==> src/rtl/spi_ram_pkg.sv <==
// Shared types and constants for the SPI command-RAM front-end.
package spi_ram_pkg;

   // Default widths: 2 command bits + 8 payload bits in, 8 data bits out
   localparam int FRAME_W_DEF = 10;
   localparam int DATA_W_DEF  = 8;

   // Sequencer states
   typedef enum logic [2:0] {
      IDLE      = 3'd0,
      CHK_CMD   = 3'd1,
      WRITE     = 3'd2,
      READ_ADD  = 3'd3,
      READ_DATA = 3'd4
   } state_t;

   // Command field (frame bits 9:8) as interpreted by the RAM
   localparam logic [1:0] CMD_WR_ADDR = 2'b00;
   localparam logic [1:0] CMD_WR_DATA = 2'b01;
   localparam logic [1:0] CMD_RD_ADDR = 2'b10;
   localparam logic [1:0] CMD_RD_DATA = 2'b11;

   // Only the command MSB steers the sequencer; bit 8 is left to the RAM
   function automatic logic is_read_cmd(input logic cmd_msb);
      return cmd_msb == CMD_RD_ADDR[1];
   endfunction

endpackage

==> src/rtl/spi_tx_shifter.sv <==
// Parallel-load, MSB-first serialiser driving MISO, with a busy flag.
module spi_tx_shifter #(
   parameter int DATA_W = 8
) (
   input  logic              clk,
   input  logic              rst_n,
   input  logic              i_load,
   input  logic              i_abort,
   input  logic [DATA_W-1:0] i_data,
   output logic              o_miso,
   output logic              o_busy
);

   localparam int CNT_W = $clog2(DATA_W + 1);

   logic [DATA_W-1:0] r_sr;
   logic [CNT_W-1:0]  r_cnt;
   logic              r_miso;
   logic              r_busy;

   // Load presents the MSB at once; the remaining bits follow one per cycle
   always_ff @(posedge clk or negedge rst_n) begin
      if (!rst_n) begin
         r_sr   <= '0;
         r_cnt  <= '0;
         r_miso <= 1'b0;
         r_busy <= 1'b0;
      end else if (i_abort) begin
         r_sr   <= '0;
         r_cnt  <= '0;
         r_miso <= 1'b0;
         r_busy <= 1'b0;
      end else if (i_load && !r_busy) begin
         r_miso <= i_data[DATA_W-1];
         r_sr   <= {i_data[DATA_W-2:0], 1'b0};
         r_cnt  <= CNT_W'(DATA_W - 1);
         r_busy <= 1'b1;
      end else if (r_busy) begin
         if (r_cnt != '0) begin
            r_miso <= r_sr[DATA_W-1];
            r_sr   <= {r_sr[DATA_W-2:0], 1'b0};
            r_cnt  <= r_cnt - 1'b1;
         end else begin
            r_miso <= 1'b0;
            r_busy <= 1'b0;
         end
      end
   end

   assign o_miso = r_miso;
   assign o_busy = r_busy;

endmodule

==> src/rtl/spi_ram_ctrl.sv <==
// SPI slave front-end: deserialises command frames for the RAM and
// returns RAM read data on MISO.
module spi_ram_ctrl
   import spi_ram_pkg::*;
#(
   parameter int FRAME_W = FRAME_W_DEF,
   parameter int DATA_W  = DATA_W_DEF
) (
   input  logic               clk,
   input  logic               rst_n,
   input  logic               SS_n,
   input  logic               MOSI,
   output logic               MISO,
   output logic [FRAME_W-1:0] rx_data,
   output logic               rx_valid,
   input  logic [DATA_W-1:0]  tx_data,
   input  logic               tx_valid
);

   localparam int CNT_W = $clog2(FRAME_W + 1);
   // Count value on the edge that samples frame bit 0, and the saturated end value
   localparam logic [CNT_W-1:0] C_LAST = CNT_W'(FRAME_W - 1);
   localparam logic [CNT_W-1:0] C_FULL = CNT_W'(FRAME_W);

   state_t             r_state;
   logic [CNT_W-1:0]   r_bit_cnt;
   logic [FRAME_W-2:0] r_shift;
   logic [FRAME_W-1:0] r_rx_data;
   logic               r_rx_valid;
   logic               r_rd_addr_seen;
   logic               r_tx_started;

   logic               w_tx_load;
   logic               w_tx_busy;
   logic               w_miso;

   // Read data is accepted once per READ_DATA frame, only after the command completed
   assign w_tx_load = !SS_n && (r_state == READ_DATA) && (r_bit_cnt == C_FULL) &&
                      tx_valid && !r_tx_started && !w_tx_busy;

   // Sequencer and MOSI deserialiser
   always_ff @(posedge clk or negedge rst_n) begin
      if (!rst_n) begin
         r_state        <= IDLE;
         r_bit_cnt      <= '0;
         r_shift        <= '0;
         r_rx_data      <= '0;
         r_rx_valid     <= 1'b0;
         r_rd_addr_seen <= 1'b0;
         r_tx_started   <= 1'b0;
      end else if (SS_n) begin
         // Deselect discards any partial frame; rd_addr_seen survives
         r_state      <= IDLE;
         r_bit_cnt    <= '0;
         r_rx_valid   <= 1'b0;
         r_tx_started <= 1'b0;
      end else begin
         r_rx_valid <= 1'b0;
         case (r_state)
            IDLE: begin
               r_state   <= CHK_CMD;
               r_bit_cnt <= '0;
            end
            CHK_CMD: begin
               r_shift   <= {r_shift[FRAME_W-3:0], MOSI};
               r_bit_cnt <= CNT_W'(1);
               if (!is_read_cmd(MOSI)) begin
                  r_state <= WRITE;
               end else if (r_rd_addr_seen) begin
                  r_state <= READ_DATA;
               end else begin
                  r_state <= READ_ADD;
               end
            end
            WRITE, READ_ADD, READ_DATA: begin
               if (r_bit_cnt != C_FULL) begin
                  r_shift   <= {r_shift[FRAME_W-3:0], MOSI};
                  r_bit_cnt <= r_bit_cnt + 1'b1;
                  if (r_bit_cnt == C_LAST) begin
                     r_rx_data  <= {r_shift, MOSI};
                     r_rx_valid <= 1'b1;
                     if (r_state == READ_ADD) begin
                        r_rd_addr_seen <= 1'b1;
                     end
                     if (r_state == READ_DATA) begin
                        r_rd_addr_seen <= 1'b0;
                     end
                  end
               end
               if (w_tx_load) begin
                  r_tx_started <= 1'b1;
               end
            end
            default: begin
               r_state   <= IDLE;
               r_bit_cnt <= '0;
            end
         endcase
      end
   end

   spi_tx_shifter #(
      .DATA_W (DATA_W)
   ) u_tx_shifter (
      .clk     (clk),
      .rst_n   (rst_n),
      .i_load  (w_tx_load),
      .i_abort (SS_n),
      .i_data  (tx_data),
      .o_miso  (w_miso),
      .o_busy  (w_tx_busy)
   );

   assign MISO     = w_miso;
   assign rx_data  = r_rx_data;
   assign rx_valid = r_rx_valid;

endmodule
==> config.mk <==
export PLATFORM = sky130hd
export DESIGN_NAME = spi_ram_ctrl
export DESIGN_NICKNAME = d
export VERILOG_FILES = /design/src/rtl/spi_ram_pkg.sv /design/src/rtl/spi_tx_shifter.sv /design/src/rtl/spi_ram_ctrl.sv
export SDC_FILE = /design/constraint.sdc
export NUM_CORES = 1
export LEC_CHECK = 0
export CORE_UTILIZATION = 49
export CTS_CLUSTER_SIZE = 40
export DETAILED_ROUTE_END_ITERATION = 10
export PLACE_DENSITY_LB_ADDON = 0.05
export SYNTH_ARGS = -nofsm -noshare
export SYNTH_HDL_FRONTEND = slang
export SYNTH_SLANG_ARGS = --single-unit
export TNS_END_PERCENT = 10
==> constraint.sdc <==
create_clock -name clk -period 1.7 [get_ports clk]
set_input_delay 0.17 -clock clk [delete_from_list [all_inputs] [get_ports clk]]
set_output_delay 0.17 -clock clk [all_outputs]
set_load 0.01 [all_outputs]
# After elaboration in Yosys (flattened, before gate mapping)

Cells that the tools add are included.

Bitwise operators: 1
$add $sub $neg: 2
Reduce and logical (&&, ||, !) cells: 23
Muxes and demuxes: 34
Eq/ne operators: 10

Operators by type and width:

| operator              | count |
|---|---|
| $mux W8               | 4 |
| $mux W4               | 6 |
| $pmux W9 S2           | 1 |
| $mux W1               | 17 |
| $mux W3               | 3 |
| $mux W9               | 1 |
| $pmux W3 S3           | 1 |
| $eq A4 B4 Y1 const B  | 2 |
| $pmux W4 S2           | 1 |
| $reduce_bool A2 Y1    | 4 |
| $eq A3 B2 Y1 const B  | 2 |
| $logic_and A1 B1 Y1   | 6 |
| $reduce_bool A3 Y1    | 2 |
| $reduce_and A5 Y1     | 1 |
| $add A4 B1 Y4 const B | 1 |
| $ne A2 B2 Y1 const B  | 2 |
| $ne A4 B4 Y1 const B  | 1 |
| $reduce_and A2 Y1     | 2 |
| $reduce_and A4 Y1     | 1 |
| $reduce_bool A4 Y1    | 1 |
| $sub A4 B1 Y4 const B | 1 |
| $eq A3 B1 Y1 const B  | 1 |
| $eq A3 B3 Y1 const B  | 1 |
| $logic_not A1 Y1      | 3 |
| 5 further kinds       | 5 |

Output and inout bits: 12
Word-level logic and storage cells: 81
Flip-flop bits (word level): 43
Bits of input ports: 13

# Logic depth before layout (Yosys ltp)

Depth in word-level cells: 9
Depth in mapped cells: 8
Gate-level depth less buffers: 6

# Hierarchy

Synthesis repeated with hierarchy kept, for this count alone.

Cells, all modules: 153
Area total of the unflattened synthesis: 2030.7 µm²

By module, submodules not included:

| module         | seq. area each (µm²) | cells each | area an instance (µm²) | times used |
|---|---|---|---|---|
| spi_ram_ctrl   | 725.7                | 98         | 1361.3                 | 1 |
| spi_tx_shifter | 325.3                | 55         | 669.4                  | 1 |

# Worst setup path before layout

No wires, ideal clock.

Kind: register to register
Start: register r_bit_cnt[0]
End: register r_shift[0]
Data arrival time: 1.704 ns
Buffers on the path: 2
Required time: 1.575 ns
Cell stages (with the launch flop): 8
Library setup time: 0.125 ns
Period minus slack after synthesis: 1.829 ns
Slack: -0.129 ns
Path through: dfrtp_1 -> inv_1 -> ha_1 -> and3b_2 -> clkbuf_1 -> o31a_1 -> buf_6 -> mux2_4

Cells in the longest elaborated chain, start to end: 3

Ends and longest elaborated chain:

| item                        | RTL line           | source |
|---|---|---|
| start, declared             | spi_ram_ctrl.sv:26 | `logic [CNT_W-1:0] r_bit_cnt;` |
| start signal, assigned      | spi_ram_ctrl.sv:78 | `r_bit_cnt <= r_bit_cnt + 1'b1;` |
| $ne A4 B4 Y1                | spi_ram_ctrl.sv:76 | `if (r_bit_cnt != C_FULL) begin` |
| $ne A2 B2 Y1 (no line)      | -                  |  |
| $reduce_and A3 Y1 (no line) | -                  |  |
| end signal, assigned        | spi_ram_ctrl.sv:65 | `r_shift <= {r_shift[FRAME_W-3:0], MOSI};` |
| end signal, assigned        | spi_ram_ctrl.sv:77 | `r_shift <= {r_shift[FRAME_W-3:0], MOSI};` |
| end, declared               | spi_ram_ctrl.sv:27 | `logic [FRAME_W-2:0] r_shift;` |

Every way passes these cells.
A chain may end at the register's enable or synchronous reset.

# Final worst setup path

Start: register r_state[2]
End: register r_shift[4]

Cells in the longest elaborated chain, start to end: 4
Elaborated cells between the ends (all ways): 9
Those cells by class: eq/ne: 5; mux: 1; reduce/logical: 3

Ends and longest elaborated chain:

| item                                                         | RTL line           | source |
|---|---|---|
| start, declared                                              | spi_ram_ctrl.sv:25 | `state_t r_state;` |
| start signal, assigned                                       | spi_ram_ctrl.sv:44 | `r_state <= IDLE;` |
| start signal, assigned                                       | spi_ram_ctrl.sv:53 | `r_state <= IDLE;` |
| start signal, assigned                                       | spi_ram_ctrl.sv:61 | `r_state <= CHK_CMD;` |
| $eq A3 B3 Y1 or $eq A3 B2 Y1 (tied branches)                 | spi_ram_ctrl.sv:59 | `case (r_state)` |
| $reduce_or A3 Y1                                             | spi_ram_ctrl.sv:59 |  |
| $ne A2 B2 Y1 (no line) or $reduce_bool A2 Y1 (tied branches) | -                  |  |
| $reduce_and A3 Y1 (no line)                                  | -                  |  |

Several ways; a longest one is shown, not always the timed one.

==> metrics.yaml <==
outcome:
  outcome: "completed"
worst_setup_path:
  critPathLaunchType: "register"
  rr_worst_depth: 4
  cp-end-kind: "register"
  crit_type: "reg -> reg"
  worstPathArrival_ns: 1.86
  critical_path_required_ns: 1.88
  crit_fanout: 9
detailed_routing:
  drcViolationCount: 0
  firstDrtPassIters: 4
  vias: 1381
  post_drt_wl_per_cell_um: 13.9
  ant_nets: 0
  drtIter0Drc: 78
  routed_wl_mm: 3.63
  vias_per_cell: 5.27
global_routing:
  track_usage_pct: 20.3
  antenna_found_initial: 0
  grt_max_degree: 43
  use_met1_pct: 25.7
  grt_pass1_vias: 1472
  grt.busiest_layer: "met2"
  grt_pass1_wl_mm: 6.41
  grt_overflow: 0
  use_met2_pct: 32.9
  met3_usage_pct: 4.75
cells_and_area:
  finish.utilization_pct: 66.8
  instances_no_fill: 262
  nNetsFinal: 230
  syn2layout_area_growth_pct: 28.5
  diodes: 0
  design_area_sq_mm: 0.00250
  drive_gt1_share_pct: 28.5
sta:
  min_period_ns: 1.68
  setup_violations: 0
  finClkSkew_ns: 0.00602
  setup_tns_ns: 0
  rsz0062_at_grt: "yes"
  maxSlewViolCount: 0
  tightest_slew_ns: 0.522
  max_freq_mhz: 597
  finalHoldViolations: 0
  whs_ns: 0.408
  fin_ws_ns: 0.0244
  relSlewSlack_pct: 65.2
  fin_crit_sh_pct: 98.6
logic_synthesis:
  yosysTopAreaCell: "dfrtp_1"
  syn_inst: 169
  yosysWarnings: 0
  seq_area_frac_synth_pct: 54.0
  synth_area_leaders: "dfrtp_1 54%, mux2_4 6.9%, mux2_2 5.8%"
  synth-edff-count: 0
  post_synth.cell_area_avg_sq_um: 11.5
  synth_commonest_cells: "42 x dfrtp_1, 16 x nand2_1, 13 x nand3_1"
  synth_top_area_share_pct: 54.0
  yosysMostFrequentCell: "dfrtp_1"
  syn_area_sq_mm: 0.00195
  synth-seq-cells: 42
  ys.flop_type: "dfrtp_1"
  syn_nets: 186
  synth_cell_types: 40
  synthArstFlopShare_pct: 100
hold_path:
  hold_class: "in -> reg"
  hold_path_depth: 3
floorplanning:
  io_pins: 25
  dieHeight_um: 65.0
  dieArea_sq_mm: 0.00423
  row_count: 22
  core_area_sq_mm: 0.00374
  start_util_pct: 52.0
  die_x_um: 65.0
clock_network:
  cts_tree: "done"
  clockRootBuffer: "clkbuf_8"
  cts.reportedPaths.clkPinSlew_ns: 0.08
  htreeDepth: 2
  cts-buffers-inserted: 5
  insertion_delay_ns: 0.29
  cts.sinks: 42
  cts_max_path_buffers: 2
power_and_ir_drop:
  p_leak_nw: 1.14
  peakVddDrop_v: 0.000556
  power_mw: 2.16
  p_per_area_mw_per_mm2: 863
placed_design:
  port_buffers: 24
  place_inst: 251
  hpwlAfterDp_mm: 2.53
  gp_congestion: 0.781
  place_ws_ns: -0.185
  placed_area_sq_mm: 0.00234
run:
  maxCapViolCount: 0
area by class of cell:
cell class / count / area [sq um]
inverter: 8 / 30.0
multi-input combinational: 110 / 856
fill: 325 / 1240
clock inverter: 3 / 21.3
clock buffer: 5 / 68.8
timing repair buffer: 46 / 410
tap: 48 / 60.1
sequential: 42 / 1050
timing repair:
| action | 4_1_cts | 5_1_grt |
|---|---|---|
| resized for setup | 5 | 7 |
| endpoints found under the setup margin | 19 | 21 |
| setup buffers | 1 | 1 |
| hold buffers | 1 | 0 |
| hold endpoints to repair | 42 | 0 |
| cloned | 0 | 0 |
| pin swaps | 1 | 3 |
cells in the final DEF (no fill, tap or decap), drive strengths merged, types with 5 or more instances in the layout:
| master | n |
|---|---|
| dfrtp | 42 |
| nand2 | 16 |
| mux2 | 20 |
| buf | 22 |
| nor2 | 5 |
| inv | 8 |
| nor3 | 6 |
| o21ai | 5 |
| clkdlybuf4s50 | 23 |
| nand3 | 13 |
| clkbuf | 5 |
| nor2b | 8 |
| a21oi | 6 |
worst max-delay path, cell delays in order, from the launching register on:
cell,delay (ns)
dfrtp_1,0.43
and2b_1,0.23
or3b_1,0.39
o31a_4,0.20
mux2_4,0.32
power breakdown:
part	total [mW]	switching [mW]	internal [mW]
clock network	0.634	0.346	0.288
registers	1.20	0.0950	1.11
logic	0.319	0.100	0.219
worst paths after layout:
check                      slack [ns]  startpoint                    to
max                              0.02  r_state[2]            r_shift[4]
min                              0.41  tx_data[0]  u_tx_shifter.r_sr[1]
max reg2reg                      0.02  r_state[2]            r_shift[4]
min reg2reg                      0.50  rx_data[1]            rx_data[1]
max in group asynchronous        0.85       rst_n            r_state[0]
min in group asynchronous        0.46       rst_n          r_bit_cnt[3]
state kept, by name, summed over array words and instances (netlist names):
register / count
rx_data: 10
r_shift: 9
u_tx_shifter.r_sr: 7
r_bit_cnt: 4
u_tx_shifter.r_cnt: 4
r_state: 3
r_rd_addr_seen: 1
r_tx_started: 1
rx_valid: 1
u_tx_shifter.o_busy: 1
u_tx_shifter.o_miso: 1
routing by layer:
layer  part of all wire (%)  vias up
li1                       -      668
met1                     47      673
met2                     47       31
met3                    3.7        9
met4                    2.0        0
met5                      0        -
cell families (layout without fill, tap and decap cells):
group / count (synthesis) / in the layout / share of synthesized area, %
AND/OR/NAND/NOR: 63 / 63 / 18.1
flip-flops: 42 / 42 / 54.0
multiplexers: 22 / 22 / 14.3
AO/OA/AOI/OAI: 18 / 18 / 5.79
buffers and inverters: 17 / 62 / 3.79
adder cells (fa/ha/maj): 4 / 4 / 2.57
XOR/XNOR: 3 / 3 / 1.35
(Power assumes the default switching activity.)
